[src/rtl/tick_gen.sv]
// Programmable tick generator: issues a single-cycle enable strobe every
// period+1 cycles, either for a finite burst or continuously, with pause
// (hold) and abort (stop) control. All outputs are registered.
//
// state   | meaning
// --------+-----------------------------------------------------------
// IDLE    | waiting for start; tick/done only carry the completion pulse
// RUN     | prescaler counting down, tick issued when it reaches zero
// HOLD    | paused; prescaler frozen until hold drops
module tick_gen #(
    parameter int DIV_WIDTH   = 8,
    parameter int BURST_WIDTH = 4
) (
    input  logic                   clk,
    input  logic                   rst,
    input  logic                   start,
    input  logic                   stop,
    input  logic                   hold,
    input  logic [DIV_WIDTH-1:0]   period,
    input  logic [BURST_WIDTH-1:0] burst_len,
    output logic                   tick,
    output logic                   busy,
    output logic                   done
);

    localparam logic [1:0] ST_IDLE = 2'd0;
    localparam logic [1:0] ST_RUN  = 2'd1;
    localparam logic [1:0] ST_HOLD = 2'd2;

    logic [1:0]             state;
    logic [DIV_WIDTH-1:0]   presc;
    logic [DIV_WIDTH-1:0]   period_q;
    logic [BURST_WIDTH-1:0] len_q;
    logic [BURST_WIDTH-1:0] cnt;

    // Sequencer: state, prescaler, tick counter, latched config and the
    // registered strobes. The edge that releases HOLD is treated as a normal
    // RUN edge so the pause costs exactly as many cycles as hold was sampled.
    always_ff @(posedge clk or negedge rst) begin
        if (!rst) begin
            state    <= ST_IDLE;
            presc    <= '0;
            period_q <= '0;
            len_q    <= '0;
            cnt      <= '0;
            tick     <= 1'b0;
            busy     <= 1'b0;
            done     <= 1'b0;
        end else begin
            tick <= 1'b0;
            done <= 1'b0;
            case (state)
                ST_IDLE: begin
                    // start together with stop is treated as no request
                    if (start && !stop) begin
                        period_q <= period;
                        len_q    <= burst_len;
                        presc    <= period;
                        cnt      <= '0;
                        state    <= ST_RUN;
                        busy     <= 1'b1;
                    end
                end
                ST_RUN, ST_HOLD: begin
                    if (stop) begin
                        state <= ST_IDLE;
                        busy  <= 1'b0;
                    end else if (hold) begin
                        state <= ST_HOLD;
                    end else begin
                        state <= ST_RUN;
                        if (presc != '0) begin
                            presc <= presc - 1'b1;
                        end else begin
                            tick  <= 1'b1;
                            presc <= period_q;
                            cnt   <= cnt + 1'b1;
                            // len_q of zero means continuous; cnt simply wraps
                            if ((len_q != '0) && (cnt == len_q - 1'b1)) begin
                                done  <= 1'b1;
                                state <= ST_IDLE;
                                busy  <= 1'b0;
                            end
                        end
                    end
                end
                default: begin
                    state <= ST_IDLE;
                    busy  <= 1'b0;
                end
            endcase
        end
    end

endmodule

[config.mk]
export PLATFORM = sky130hd
export DESIGN_NAME = tick_gen
export DESIGN_NICKNAME = d
export VERILOG_FILES = /design/src/rtl/tick_gen.sv
export SDC_FILE = /design/constraint.sdc
export NUM_CORES = 1
export LEC_CHECK = 0
export CAP_MARGIN = 20
export CORE_MARGIN = 2
export CORE_UTILIZATION = 59
export DETAILED_ROUTE_END_ITERATION = 10
export PLACE_DENSITY = 0.93
export RECOVER_POWER = 50
export SLEW_MARGIN = 20
export SYNTH_ARGS = -nofsm -noshare
export SYNTH_HDL_FRONTEND = slang
export SYNTH_SLANG_ARGS = --single-unit
[constraint.sdc]
create_clock -name clk -period 4.15 [get_ports clk]
set_input_delay 1.0375 -clock clk [delete_from_list [all_inputs] [get_ports clk]]
set_output_delay 1.0375 -clock clk [all_outputs]
set_load 0.05 [all_outputs]
==> out/qor.csv <==
metric,value,unit
portBuffers,19,
peakVddDrop,0.629,mV
crit_path_end_kind,flip-flop,
synth-simple-area-share,19.7,%
num_antenna_cells,0,
cts.sinks,29,
slew_violations,30,
fin_crit,2.85,ns
nets,212,
layout_common_cells,"dfrtp_1, clkdlybuf4s50_1, nor2_1",
grt_pass1_wl,6.18,mm
first_pass_iters,5,
clk_latency,0.35,ns
netlist_area,1670,um^2
syn_nets,190,
routabilityCongestion,0.789,
synth_compound_area_share,12.6,%
synth_cell_types,40,
violations,"max-capacitance violations, max-slew violations",
antenna_found_initial,0,
cts.reportedPaths.clkPinSlew,0.09,ns
rows,19,
required,4.43,ns
fin_setup_tns,0,ns
syn_to_final_growth,17.7,%
synthAdderAreaFrac,5.25,%
drive_gt1_share,14.8,%
cts_root_buffer,clkbuf_4,
drc,0,
cts_setup_buffers,0,
grt-ovfl-total,0,
yosysWarnings,0,
rsz0062_at_grt,no,
leakagePower,0.831,nW
combPwrFrac,50.2,%
power_switching,0.643,mW
dpl.hpwl,2.56,mm
path_max_fanout,8,
postRouteAntennaNets,0,
wl,3.48,mm
holdCritPathClass,flip-flop to flip-flop,
wire_per_inst,15.8,um
grt_use_met3,7.48,%
internal_power,0.943,mW
grt_busiest_layer,met2,
syn_area_per_cell,10.0,um^2
track_usage,24.7,%
synthMuxAreaShare,9.98,%
timing.hold.ws,0.517,ns
die_h,57.2,um
power_density,808,nW/um^2
cap_viol_max_count,1,
syn-instance-count,166,
finalSetupViolCount,0,
first_iter_violations,57,
swShare,40.5,%
finish.utilization,72.4,%
start_util,61.5,%
first_global_vias,1459,
synth_xor_area_share,5.10,%
yosysTopAreaCell,dfrtp_1,
ios,20,
power_frac_seq,34.1,%
hold_viol_final,0,
die-area,3270,um^2
clkPwrFrac,15.7,%
met2_usage,43.2,%
core,2710,um^2
worst_pin_slew,1.55,ns
synth_top_area_share,43.5,%
cts_resized,0,
synth_top_family_by_area,simple AND/OR/NAND/NOR gates,
grt_start_max_net_pins,30,
max_freq,351,MHz
critPathLaunchType,input port,
cts_buffers,5,
htree_levels,2,
synth-seq-cells,29,
ys_seq_area_share,43.5,%
viasPerCell,6.05,
cts_tree,built,
grt_use_met1,27.2,%
relSlewSlack,-3.19,%
cts_hold_buf,0,
clock_path_buffers,2,
worst-setup-path-type,input port to flip-flop,
final_common_cell,dfrtp_1,
die_w,57.2,um
worstPathArrival,3.13,ns
outcome,"finished, violations left",
num_vias,1330,
post-route-period-util,68.6,%
synth_top_cells_by_area,"dfrtp_1, mux2_2, ha_1",
finClkSkew,0.0194,ns
-- final timing paths --
path / start / endpoint / slack [ns] / cells past startpoint
setup / recovery: stop / cnt[3]$_DFFE_PN0P_ / 1.30 / 6
max in group asynchronous: rst / cnt[2]$_DFFE_PN0P_ / 1.61 / 2
hold / removal: period_q[1]$_DFFE_PN0P_ / period_q[1]$_DFFE_PN0P_ / 0.52 / 1
min in group asynchronous: rst / presc[2]$_DFFE_PN0P_ / 1.63 / 2
hold reg to reg: period_q[1]$_DFFE_PN0P_ / period_q[1]$_DFFE_PN0P_ / 0.52 / 1
setup reg to reg: state[0]$_DFFE_PN0P_ / cnt[3]$_DFFE_PN0P_ / 1.40 / 7
-- worst max-delay path: stages --
cell and delay, ns:
dlygate4sd3_1 0.59, or3b_2 0.54, nor3_4 0.23, o21ai_2 0.15
or4b_1 0.48, nand3_1 0.10
-- cell families (layout without fill, tap and decap cells) --
family,count (synthesis),count (layout)
muxes,15,15
buffers and inverters,15,38
adders and majority gates,7,7
DFF,29,29
and+or+nand+nor,61,61
xor gates and xnor gates,8,8
AOI/OAI and AO/OA,31,31
-- cell usage after synthesis --
library cell	number
or2_1	1
or2_2	1
o221ai_1	2
clkbuf_1	4
mux2i_1	2
nor2b_1	3
inv_1	9
nand4b_1	1
xor3_1	1
xnor2_1	6
a31oi_1	8
or4b_1	1
a21boi_0	1
or4_4	1
nand2b_1	7
o211ai_1	3
a221o_1	1
o21ai_0	5
buf_1	1
mux2_2	13
nand2_1	14
nand3_1	5
nand3b_1	1
a21oi_1	4
a211oi_1	3
a211o_2	1
o21a_1	1
nor3_4	1
dfrtp_1	29
ha_1	7
nor3b_1	2
nor3_1	4
or4_1	1
xor2_1	1
nand4_1	1
a41oi_1	1
or3b_2	2
buf_6	1
nor2_1	15
o21ai_2	1
-- through the flow --
step	total power [mW]	setup slack (ns)	std cells	cell area, um^2
5_1_grt	1.72	1.22	220	1960
3_5_place_dp	1.33	1.07	212	1880
3_3_place_gp	1.27	1.16	212	1880
2_1_floorplan	1.14	1.68	166	1670
4_1_cts	1.58	1.41	220	1970
6_report	1.59	1.30	220	1960
-- state kept, by name, summed over array words and instances (netlist names) --
name / cells
busy: 1
state: 2
tick: 1
cnt: 4
done: 1
period_q: 8
len_q: 4
presc: 8
-- per-layer routing --
| layer | wire (um) | part of all wire [%] | vias up |
|---|---|---|---|
| li1 | - | - | 633 |
| met1 | 1340 | 39 | 647 |
| met2 | 1860 | 53 | 37 |
| met3 | 175 | 5.0 | 13 |
| met4 | 104 | 3.0 | 0 |
| met5 | 0 | 0 | - |
-- cell type report --
type / instances / area (um^2)
flip-flops and latches: 29 / 726
repair buffers: 21 / 201
multi-input cells: 122 / 878
clock buffers: 7 / 55.1
clock inverters: 1 / 30.0
fillers: 196 / 747
inverters: 9 / 33.8
well taps: 31 / 38.8
-- power groups by stage --
stage / clock (mW) / combinational (mW) / sequential, mW
6_report: 0.248 / 0.796 / 0.541
4_1_cts: 0.251 / 0.796 / 0.538
2_1_floorplan: 0 / 0.617 / 0.525
3_3_place_gp: 0 / 0.738 / 0.528
5_1_grt: 0.264 / 0.896 / 0.561
3_5_place_dp: 0 / 0.791 / 0.543
Note: power is estimated with default switching activity, not from simulation.
